--- config.mk ---
export PLATFORM = sky130hd
export DESIGN_NAME = uart_send_buffer
export DESIGN_NICKNAME = d
export VERILOG_FILES = /design/src/rtl/uart_send_buffer.sv
export SDC_FILE = /design/constraint.sdc
export NUM_CORES = 1
export LEC_CHECK = 0
export CAP_MARGIN = 20
export CORE_UTILIZATION = 40
export DETAILED_ROUTE_END_ITERATION = 10
export PLACE_DENSITY = 0.67
export SLEW_MARGIN = 10
export SYNTH_ARGS = -nofsm -noshare
export SYNTH_HDL_FRONTEND = slang
export SYNTH_SLANG_ARGS = --single-unit
export TNS_END_PERCENT = 20
--- constraint.sdc ---
create_clock -name clk -period 3.39 [get_ports clk]
set_input_delay 0.5085 -clock clk [delete_from_list [all_inputs] [get_ports clk]]
set_output_delay 0.5085 -clock clk [all_outputs]
set_load 0.01 [all_outputs]
--- src/rtl/uart_send_buffer.sv ---
// Byte FIFO that feeds a UART transmitter one byte at a time.
// A small send FSM pops the head byte, pulses tx_start and tracks tx_busy.
module uart_send_buffer #(
  parameter int unsigned DEPTH = 16,
  parameter int unsigned WIDTH = 8
) (
  input  logic                     clk,
  input  logic                     rstn,
  input  logic [WIDTH-1:0]         in_data,
  input  logic                     in_valid,
  output logic                     in_ready,
  input  logic                     flush,
  output logic [WIDTH-1:0]         tx_data,
  output logic                     tx_start,
  input  logic                     tx_busy,
  output logic [$clog2(DEPTH):0]   count,
  output logic                     overflow
);

  localparam int unsigned AW = $clog2(DEPTH);
  localparam int unsigned CW = AW + 1;

  typedef enum logic [1:0] {
    IDLE      = 2'd0,
    START     = 2'd1,
    WAIT_BUSY = 2'd2,
    WAIT_DONE = 2'd3
  } state_e;

  state_e            state_q;
  state_e            state_d;
  logic [WIDTH-1:0]  mem [DEPTH];
  logic [AW-1:0]     wr_ptr;
  logic [AW-1:0]     rd_ptr;
  logic              push_c;
  logic              pop_c;

  // Fullness depends only on the registered count, never on same-cycle pops.
  assign in_ready = (count < CW'(DEPTH));
  assign push_c   = in_valid && in_ready && !flush;

  // Send FSM: next state and pop request.
  always_comb begin
    state_d = state_q;
    pop_c   = 1'b0;
    case (state_q)
      IDLE: begin
        if ((count != '0) && !tx_busy && !flush) begin
          pop_c   = 1'b1;
          state_d = START;
        end
      end
      START:     state_d = WAIT_BUSY;
      WAIT_BUSY: if (tx_busy)  state_d = WAIT_DONE;
      WAIT_DONE: if (!tx_busy) state_d = IDLE;
      default:   state_d = IDLE;
    endcase
  end

  always_ff @(posedge clk or negedge rstn) begin
    if (!rstn) begin
      state_q <= IDLE;
    end else begin
      state_q <= state_d;
    end
  end

  // Storage array carries no reset; validity is tracked by count and pointers.
  always_ff @(posedge clk) begin
    if (push_c) begin
      mem[wr_ptr] <= in_data;
    end
  end

  // Transmit-side registers are untouched by flush so an in-flight byte completes.
  always_ff @(posedge clk or negedge rstn) begin
    if (!rstn) begin
      tx_data  <= '0;
      tx_start <= 1'b0;
    end else begin
      tx_start <= (state_q == START);
      if (pop_c) begin
        tx_data <= mem[rd_ptr];
      end
    end
  end

  // Pointers, occupancy and sticky overflow; flush wins over push and pop.
  always_ff @(posedge clk or negedge rstn) begin
    if (!rstn) begin
      wr_ptr   <= '0;
      rd_ptr   <= '0;
      count    <= '0;
      overflow <= 1'b0;
    end else if (flush) begin
      wr_ptr   <= '0;
      rd_ptr   <= '0;
      count    <= '0;
      overflow <= 1'b0;
    end else begin
      if (push_c) begin
        wr_ptr <= wr_ptr + AW'(1);
      end
      if (pop_c) begin
        rd_ptr <= rd_ptr + AW'(1);
      end
      if (in_valid && !in_ready) begin
        overflow <= 1'b1;
      end
      case ({push_c, pop_c})
        2'b10:   count <= count + CW'(1);
        2'b01:   count <= count - CW'(1);
        default: count <= count;
      endcase
    end
  end

endmodule

# After elaboration in Yosys (flattened, before gate mapping)
# Memory sizes are Yosys's and may differ from the RTL's. A register that Yosys moved wholly into a read port is not among the register bits.
# Index checks and enable logic that the tools add are counted.
# word_totals
reg_bits	17
latchBits	0
mem_bits_rw	128
rom_bits	0
inputBits	13
word_cells	52
mem_count	1
# memory_table
memory	words	width	read_ports	rd_clocked_by_memory_dff	wr	line_no	source
mem	16	8	1	1	1	32	logic [WIDTH-1:0] mem [DEPTH];
# op_classes
add_sub_neg	4
n_mul	0
n_div	0
magnitude_cmp	1
n_eq_ne	8
shift	0
muxes	16
bitwise	0
n_reduce_logical	16
# ops
operator	count
$mux 4	4
$pmux 5 s2	1
$add 4x1->4 const B	2
$pmux 2 s4	1
$eq 2x2->1 const B	3
$mux 1	6
$mux 2	3
$ne 2x2->1 const B	3
$reduce_bool 2->1	3
$add 5x1->5 const B	1
$logic_and 1x1->1	5
$lt 5x5->1 const B	1
$mux 5	1
$reduce_bool 5->1	1
$sub 5x1->5 const B	1
$eq 2x1->1 const B	2
$logic_not 1->1	4
$reduce_and 3->1	1
$reduce_bool 3->1	1
$logic_not 2->1	1

# Longest topological paths before layout
# Gate-level depths: netlist (run 1).
# logic_depth
word_depth	8
ltp_mapped	10
ltp_nobuf	10

# Least setup slack after synthesis (run 1)
# No wires, ideal clock.
# synth_timing
path_type	flip-flop to flip-flop
start	register state_q[0]
end	register count[2]
arrival_ns	2.476
required_ns	3.262
setup_slack_ns	0.787
path_stages_with_launch	10
n_path_buf	0
period_less_slack_ns	2.603
path_cell_list	dfrtp_1 inv_1 ha_1 or3b_4 a211oi_4 xor2_1 ha_1 or3_1 mux2i_1 mux2_1
# synth_via
elab_chain_len	5
elab_cells_between_ends	7
classes_between	2 x eq/ne; 3 x mux; 2 x reduce/logical
# synth_rtl
element	line_no	source
start, declared	30	state_e state_q;
start signal, assigned	64	state_q <= state_d;
$logic_not 2->1 (*)	46	case (state_q)
$mux 1 (*)	46	
$eq 2x1->1 / $eq 2x2->1 (equally long branches)	110	case ({push_c, pop_c})
$pmux 5 s2	110	
$mux 5	95	end else if (flush) begin
end signal, assigned	111	2'b10: count <= count + CW'(1);
end signal, assigned	112	2'b01: count <= count - CW'(1);
end signal, assigned	113	default: count <= count;
end, declared	16	output logic [$clog2(DEPTH):0] count,
# Every way passes the cells marked *; elsewhere a longest branch is shown, timed or not.
# A chain may end at the register's enable or synchronous reset.

# Worst setup path in the final report (run 1)
# layout_timing
start	register state_q[0]
end	register count[4]
# Same word-level chain as after synthesis.

==> results of run 1 <==
-- synth_stat cells, types with 2 or more instances --
library cell | n | share of area, %
a21oi_1 | 14 | 1.1
nor3_1 | 6 | 0.47
edfxtp_1 | 128 | 60
or3_1 | 3 | 0.29
mux4_1 | 5 | 2.1
o22ai_1 | 16 | 1.6
nand2_1 | 12 | 0.71
buf_6 | 4 | 0.71
inv_1 | 8 | 0.47
mux2_2 | 10 | 1.8
xnor2_1 | 2 | 0.27
mux2i_1 | 3 | 0.47
o21ai_0 | 4 | 0.31
a211oi_4 | 2 | 0.63
nor2b_1 | 3 | 0.29
xor2_1 | 4 | 0.55
dfrtp_1 | 25 | 9.8
buf_1 | 2 | 0.12
ha_1 | 12 | 2.4
mux4_2 | 27 | 9.5
buf_4 | 2 | 0.24
or2_2 | 3 | 0.29
clkbuf_1 | 6 | 0.35
buf_2 | 4 | 0.31
nor2_1 | 22 | 1.3
nand2b_1 | 5 | 0.49
-- report_power, final --
part           total [W]  internal (W)  switching [W]  leakage [nW]
Clock            0.00190       0.00116       0.000739         0.294
Combinational   0.000625      0.000316       0.000309         0.793
Sequential       0.00224       0.00214      0.0000969          1.47
-- cell type report --
class | count | area [um^2] | area share (%)
timing repair buffer | 50 | 457.9 | 6.024
multi-input combinational | 175 | 1777 | 23.37
inverter | 8 | 30.03 | 0.3950
tap | 211 | 264.0 | 3.473
sequential | 153 | 4471 | 58.81
clock buffer | 18 | 429.2 | 5.645
clock inverter | 14 | 173.9 | 2.288
-- layer usage --
| layer | vias up | track usage, % | wire, um |
|---|---|---|---|
| met3 | 17 | 4.657 | 457 |
| li1 | 1515 | - | - |
| met5 | - | 0 | 0 |
| met4 | 0 | 6.782 | 198 |
| met1 | 1724 | 23.01 | 5846 |
| met2 | 66 | 26.01 | 6020 |
-- registers in the layout, indices dropped and copies added, names as in the netlist --
signal,flops
overflow,1
mem,128
tx_data,8
state_q,2
tx_start,1
count,5
rd_ptr,4
wr_ptr,4
-- placed cells by master, fill, tap and decap left out, types with 2 or more instances in the layout --
| cell | n |
|---|---|
| a21oi_1 | 14 |
| nand2_1 | 12 |
| clkinv_4 | 6 |
| bufinv_16 | 3 |
| nor3_1 | 6 |
| or2_2 | 3 |
| xor2_1 | 4 |
| mux2_2 | 10 |
| o21ai_0 | 4 |
| a211oi_4 | 2 |
| mux4_1 | 5 |
| or3_1 | 3 |
| o22ai_1 | 16 |
| mux2i_1 | 3 |
| clkbuf_16 | 17 |
| clkinv_2 | 3 |
| xnor2_1 | 2 |
| inv_1 | 8 |
| nor2_1 | 22 |
| nor2b_1 | 3 |
| dfrtp_1 | 24 |
| clkdlybuf4s50_1 | 28 |
| ha_1 | 12 |
| edfxtp_1 | 128 |
| buf_4 | 21 |
| nand2b_1 | 5 |
| mux4_2 | 27 |
-- per-stage QoR --
step           power (W)  cells  area [um^2]  util (%)  worst slack [ps]
2_1_floorplan   0.002614    354         6386         -             786.5
3_3_place_gp    0.002884    597         6999     45.54             351.3
3_5_place_dp    0.002906    597         6999     45.54             297.3
4_1_cts         0.004810    629         7602     49.46             552.7
5_1_grt         0.004952    629         7602     49.46             313.5
6_report        0.004761    629         7602     49.46             548.3
-- final timing paths --
check                            from         to  slack (ps)
setup / recovery           state_q[0]   count[4]         550
min in group clk             overflow   overflow         550
hold / removal                   rstn   tx_start         470
max in group asynchronous        rstn  rd_ptr[1]        2620
setup reg to reg           state_q[0]   count[4]         550
hold reg to reg              overflow   overflow         550
-- logic make-up (layout without fill, tap and decap cells) --
group	Yosys count	in the layout	share of synthesized area [%]
muxes	46	46	13.99
and+or+nand+nor	63	63	5.094
xor gates and xnor gates	6	6	0.8229
adders and majority gates	12	12	2.351
DFF	153	153	69.98
AOI/OAI and AO/OA	48	48	5.565
buffers and inverters	26	90	2.194
==> run metrics, run 1 <==
sequential area share after synthesis 69.98%; RSZ-0062 raised after global routing false; ys flop type edfxtp_1; Area Overhead vs Synth 19.04%; VDD IR-drop max 0.4993 mV; power per cell area 626.3 mW/mm^2; Tot GR Track Use 16.94%; Mapped Nets 379; RePlAce Congestion 0.8320; max cap viols 0; first-pass GRT wire length 19.58 mm; share of cells above drive strength 1 24.64%; Hold WS 472.1 ps; global route overflow 0; Post-DRT Antenna Nets 0; cts bufs inserted 17; Slew @ Worst Pin 647.3 ps; clock transition at the registers of the reported paths 60 ps; Mapped Area 0.006386 mm^2; vias in the first global route 3371; yosys warns 0; synth unique cells 48; H-tree levels 4; shortest period the worst path allows 2842 ps; WP data arrival 3150 ps; starting density of the core 41.55%; Cell Rows 45; CTS tree done; Leakage 2.557 nW; endpoints failing hold 0; Worst path most repeated cell ha_1; Gate Count Post-Synth 354; antenna cells 0; routed vias/inst 5.281; Skew-Pair Late Insertion Delay 420 ps; Crit. End Element flip-flop; nets 430; CP Launch Type flip-flop; worst hold path type in -> async; CP max FO 8; crit-path cells inv_1 -> ha_1 -> or3b_4 -> a211oi_4 -> xor2_1 -> ha_1 -> or3_1 -> a21oi_1 -> nand2_1 -> o311ai_0; Port Buffer Count 28; Worst EP required 3700 ps; fillers 1278; Slowest-stage cell, CP or3b_4; Root Buffer clkbuf_16; IO Count 29; Total Die Area 0.01648 mm^2; CTS sink cnt 153; max-slew violation count 0; status finished, final reports clean; Detailed Route WL 12.52 mm; chip height 128.4 um; largest net degree at the start of global routing 35; endpoints failing setup 0; vias 3322; setup repair bufs after CTS 0; depth of the most critical reg-to-reg path 10; ys async rst share 16.34%; number of cells on the critical path 10; fin crit share 83.83%; Peak Freq 0.3519 GHz; hold buffers post-CTS 0; DRC 0; DRT Pass-1 Iters 4; Worst Path Buf+Inv 1; Avg Cell Area, Syn 18.04 um^2; #FFs+latches synth 153; Die X 128.4 um; Core Region 0.01537 mm^2; CTS-repair resized insts 0; max_slew headroom 56.66%; Fin Clk Skew 6.642 ps; DR iter-0 viols 207; Final TNS setup 0 ps; crit path kind reg -> reg; initial antenna violation count 0; Routed wire per std cell 19.91 um; DP HPWL 7.912 mm; slowest stage delay, CP 430 ps; CP delay by family, top simple AND/OR/NAND/NOR gates; number of flops mapped to enable cells by yosys 128; clock tree buffer depth 2
No activity file was read; power rests on OpenSTA's default activity.
==> run 2, diff against run 1 <==
- PLACE_DENSITY: 0.67 -> 0.69
- clock period: 3.39 -> 2.6 ns (I/O delays scaled with it)
==> run metrics, run 2 (synthesis gave the netlist of run 1 again) <==
Die X 128.4 um (unchanged); max cap viols 0 (unchanged); Routed wire per std cell 20.08 um (+0.86%); endpoints failing setup 0 (unchanged); CTS sink cnt 153 (unchanged); Post-DRT Antenna Nets 0 (unchanged); cts bufs inserted 17 (unchanged); Fin Clk Skew 7.640 ps (+0.9983 ps); Slew @ Worst Pin 640.3 ps (-7.065 ps); commonest non-fill, non-tap cell in the layout edfxtp_1; fin crit share 97.18% (+13 points); DP HPWL 8.223 mm (+3.9%); CTS tree done; clock transition at the registers of the reported paths 60 ps (about the same); Regs by FF count mem x128, tx_data x8, count x5; setup repair bufs after CTS 0 (unchanged); worst hold path type in -> async; Tot GR Track Use 16.89% (-0.046 points); endpoints failing hold 0 (unchanged); slowest stage delay, CP 410 ps (-20 ps); global route overflow 0 (unchanged); Leakage 2.572 nW (+0.59%); clock tree buffer depth 2 (unchanged); Cell Rows 45 (unchanged); WP data arrival 2830 ps (-320 ps); final std cells w/o fill 638 (+1.4%); most frequent cells in the layout edfxtp_1 (128), buf_4 (31), clkdlybuf4s50_1 (28); vias in the first global route 3494 (+3.6%); pre-CTS setup slack -147.5 ps (-444.8 ps); fillers 1244 (-2.7%); initial antenna violation count 0 (unchanged); nets 439 (+2.1%); max reg flops 128 (unchanged); VDD IR-drop max 0.4866 mV (-2.5%); min setup slack post-route 73.33 ps (-474.9 ps); share of cells above drive strength 1 26.46% (+1.8 points); Detailed Route WL 12.81 mm (+2.3%); IO Count 29 (unchanged); Port Buffer Count 28 (unchanged); CP Launch Type flip-flop; Root Buffer clkbuf_16; crit-path cells inv_2 -> ha_4 -> or3b_4 -> a211oi_4 -> xor2_1 -> ha_2 -> or3_1 -> mux2i_1 -> mux2_1; Biggest register mem; Core Region 0.01537 mm^2 (unchanged); chip height 128.4 um (unchanged); CP max FO 4 (-4); crit path kind reg -> reg; max_slew headroom 57.18% (+0.53 points); Skew-Pair Late Insertion Delay 420 ps (about the same); Total Die Area 0.01648 mm^2 (unchanged); RSZ-0062 raised after global routing true; routed vias/inst 5.299 (+0.34%); starting density of the core 41.55% (unchanged); vias 3381 (+1.8%); power per cell area 802.6 mW/mm^2 (+28%); Peak Freq 0.3958 GHz (+12%); max-slew violation count 0 (unchanged); H-tree levels 4 (unchanged); status finished, final reports clean; DRC 0 (unchanged); RePlAce Congestion 0.7974 (-4.2%); shortest period the worst path allows 2527 ps (-315.1 ps); largest net degree at the start of global routing 35 (unchanged); DR iter-0 viols 265 (+28%); Slowest-stage cell, CP dfrtp_1; DRT Pass-1 Iters 4 (unchanged); Worst EP required 2900 ps (-800 ps); first-pass GRT wire length 19.80 mm (+1.1%); Area Overhead vs Synth 19.69%; antenna cells 0 (unchanged); Crit. End Element flip-flop; # placed instances 606 (+1.5%)
run 2: cell types whose count changed in the layout (fill, tap and decap cells not counted), moves of 2 or more:
cell / before / now
buf_4: 21 / 31
ha_4: 0 / 2
inv_2: 0 / 2
clkinv_1: 0 / 2
inv_1: 8 / 6
clkbuf_1: 1 / 4
clkinv_4: 6 / 1
ha_1: 12 / 9
run 2: critical path, delay by kind of cell, from the launching register on:
family                     cells  cell delay, ps
DFF                            1             410
xor gates and xnor gates       1             110
adders and majority gates      2             370
and+or+nand+nor                2             730
buffers and inverters          1             120
muxes                          2             490
AOI/OAI and AO/OA              1             190
run 2: metal layers:
metal,routed length [um],track usage [%],vias to the layer above
met3,522,3.992,20
met4,219,6.644,0
met5,0,0,-
li1,-,-,1533
met2,6514,28.20,79
met1,5555,21.41,1749
run 2: per-stage QoR:
stage | util (%) | power (W) | hold WS [ps] | area, um^2 | setup TNS, ps
after floorplan | - | 0.003427 | 94.41 | 6401 | 0
after global placement | 45.99 | 0.003804 | 487.0 | 7069 | -262.5
after detailed placement | 45.99 | 0.003846 | 488.9 | 7069 | -351.9
after CTS | 49.62 | 0.006169 | 362.9 | 7627 | 0
after global routing | 49.73 | 0.006365 | 405.8 | 7644 | -23.08
final | 49.73 | 0.006134 | 369.0 | 7644 | 0
run 2: power breakdown:
part / leakage (nW) / internal [W] / switching (W)
logic: 0.830 / 0.000446 / 0.000428
registers: 1.47 / 0.00279 / 0.000142
clock network: 0.273 / 0.00142 / 0.000904
run 2: timing repair:
| action | 4_1_cts | 5_1_grt |
|---|---|---|
| gates resized for setup | 0 | 3 |
| endpoints found under the setup margin | 0 | 3 |
| hold buffers | 0 | 0 |
run 2: final cells by class:
type	count	area, um^2	area share, %
Sequential cell	153	4471	58.49
Tap cell	211	264.0	3.454
Multi-Input combinational cell	175	1808	23.65
Timing Repair Buffer	59	513.0	6.711
Clock buffer	22	454.2	5.942
Clock inverter	10	103.9	1.359
Inverter	8	30.03	0.3929
run 2: worst paths after layout:
kind | cells after the start | slack [ps] | end | start
max | 9 | 70 | count[2] | state_q[0]
min | 1 | 370 | tx_start | rstn
max reg2reg | 9 | 70 | count[2] | state_q[0]
min reg2reg | 2 | 500 | overflow | overflow
max in group asynchronous | 2 | 1680 | count[3] | rstn
min in group clk | 2 | 500 | overflow | overflow
==> run 3, diff against run 2 <==
- ABC_CLOCK_PERIOD_IN_PS: unset -> 2600
- CORE_MARGIN: unset -> 5
- SLEW_MARGIN: 10 -> unset
==> run metrics, run 3 (synthesis gave the netlist of run 1 again) <==
# placed instances 611 (+0.83%); Area Overhead vs Synth 20.71%; worst hold path type in -> async; antenna cells 0 (unchanged); pre-CTS setup slack -250.7 ps (-103.1 ps); Biggest register mem; Leakage 2.610 nW (+1.5%); vias in the first global route 3539 (+1.3%); Cell Rows 46 (+2.2%); depth of the most critical reg-to-reg path 9 (unchanged); Die X 136.4 um (+6.2%); endpoints failing setup 0 (unchanged); Skew-Pair Late Insertion Delay 410 ps (about the same); area occupied by multi-input gates 0.001803 mm^2 (-0.28%); reg2reg end count[2]; starting density of the core 40.50% (-1.1 points); Final TNS setup 0 ps (unchanged); status finished, final reports clean; Worst EP required 2890 ps (about the same); fillers 1321 (+6.2%); max cap viols 0 (unchanged); first-pass GRT wire length 19.73 mm (-0.35%); min setup slack post-route 91.33 ps (+18.00 ps); chip height 136.4 um (+6.2%); max_slew headroom 61.21% (+4.0 points); power per cell area 812.4 mW/mm^2 (+1.2%); metal3 WL 619 um (+19%); share of cells above drive strength 1 27.27% (+0.81 points); clock tree buffer depth 2 (unchanged); Top Metal Used met4; Sw Pwr 0.001492 W (+1.2%); H-tree levels 4 (unchanged); slowest stage delay, CP 410 ps (about the same); fin crit share 96.49% (-0.69 points); Port Buffer Count 28 (unchanged); DR iter-0 viols 249 (-6.0%); Peak Freq 0.3986 GHz (+0.72%); crit-path cells inv_2 -> ha_4 -> or3b_4 -> a211oi_4 -> xor2_1 -> ha_2 -> or3_1 -> mux2i_1 -> mux2_1; shortest period the worst path allows 2509 ps (-18.00 ps); sw frac 23.82% (-0.22 points); Post-DP Area 0.007088 mm^2 (+0.27%); number of cells on the critical path 9 (unchanged); Fin Clk Skew 5.532 ps (-2.108 ps); Slowest-stage cell, CP dfrtp_1; max reg flops 128 (unchanged); CTS sink cnt 153 (unchanged); vias 3371 (-0.30%); final core area utilization 48.88% (-0.85 points); post-route cell area 0.007709 mm^2 (+0.85%); Routed wire per std cell 19.60 um (-2.4%); Worst Path Buf+Inv 1 (unchanged); Crit. End Element flip-flop; Detailed Route WL 12.64 mm (-1.3%); Post-DRT Antenna Nets 0 (unchanged); most frequent cells in the layout edfxtp_1 (128), buf_4 (34), clkdlybuf4s50_1 (28); largest net degree at the start of global routing 36 (+2.9%); DP HPWL 7.802 mm (-5.1%); cts bufs inserted 17 (unchanged); CP delay by family, top simple AND/OR/NAND/NOR gates; Regs by FF count mem x128, tx_data x8, count x5; initial antenna violation count 0 (unchanged); VDD IR-drop max 0.5540 mV (+14%); flop-to-flop setup slack 90 ps (+20 ps); commonest non-fill, non-tap cell in the layout edfxtp_1; Core Region 0.01577 mm^2 (+2.6%); routed vias/inst 5.226 (-1.4%); max-slew violation count 0 (unchanged); Gate power share 14.6% (+0.4 points); DRC 0 (unchanged); nets 443 (+0.91%); RePlAce Congestion 0.7905 (-0.87%); Critical Path Source state_q[1]; CP endpoint count[2]; Root Buffer clkbuf_16; Tot GR Track Use 14.59% (-2.3 points); endpoints failing hold 0 (unchanged); Flop pwr share 46.6% (-1.2 points); final std cells w/o fill 645 (+1.1%); Pint 0.004771 W (+2.4%); Clock Power Share 38.7% (+0.8 points); Total Die Area 0.01859 mm^2 (+13%); RR Startpoint state_q[1]; met1 wire length 5.390 mm (-3.0%); CP max FO 4 (unchanged); wire length on met2 6.485 mm (-0.45%); DRT Pass-1 Iters 4 (unchanged); clock transition at the registers of the reported paths 60 ps (about the same); CTS tree done; sequential cell area 0.004471 mm^2 (unchanged); Slew @ Worst Pin 580.0 ps (-60.22 ps); CP Launch Type flip-flop; WP data arrival 2800 ps (-30 ps); IO Count 29 (unchanged); crit path kind reg -> reg; global route overflow 0 (unchanged)
[run 3: stage by stage]
stage	total power (W)	hold WS [ps]
after CTS	0.006277	356.3
after floorplan	0.003427	94.41
after global placement	0.003801	486.3
after detailed placement	0.003841	482.9
after global routing	0.006532	405.7
final	0.006262	363.2
[run 3: worst register-to-register path, delay by kind of cell (launching register included)]
kind / cells / cell delay [ps]
AOI/OAI and AO/OA: 1 / 210
xor gates and xnor gates: 1 / 110
adders and majority gates: 2 / 340
buffers and inverters: 1 / 100
DFF: 1 / 410
muxes: 2 / 480
and+or+nand+nor: 2 / 730
[run 3: how the worst min path moves through the flow]
stage / to / slack (ps)
floorplan: count[0] / 90
global placement: overflow / 490
detailed placement: overflow / 480
CTS: tx_start / 360
global route: rd_ptr[1] / 410
finish: tx_start / 360
[run 3: layout make-up]
cell class / instances / share of cell area (%)
Sequential cell: 153 / 57.99
Inverter: 8 / 0.3895
Timing Repair Buffer: 63 / 7.207
Tap cell: 216 / 3.506
Clock inverter: 12 / 1.948
Multi-Input combinational cell: 175 / 23.39
Clock buffer: 18 / 5.567
[run 3: power by group through the flow]
stage | logic, W | registers, W | clock network [W]
2_1_floorplan | 0.000469 | 0.00296 | 0
3_3_place_gp | 0.000842 | 0.00296 | 0
3_5_place_dp | 0.000871 | 0.00297 | 0
4_1_cts | 0.000877 | 0.00292 | 0.00248
5_1_grt | 0.00100 | 0.00293 | 0.00260
6_report | 0.000916 | 0.00292 | 0.00243
[run 3: metal layers]
| metal | vias up | global-route usage [%] |
|---|---|---|
| met4 | 0 | 4.983 |
| met2 | 79 | 24.16 |
| met1 | 1740 | 18.55 |
| li1 | 1541 | - |
| met3 | 11 | 4.108 |
| met5 | - | 0 |
[run 3: repair_timing]
action / 4_1_cts / 5_1_grt
pin swaps: 0 / 1
endpoints found under the setup margin: 1 / 3
gates resized for setup: 1 / 2
buffers inserted: 0 / 4
hold buffers: 0 / 0
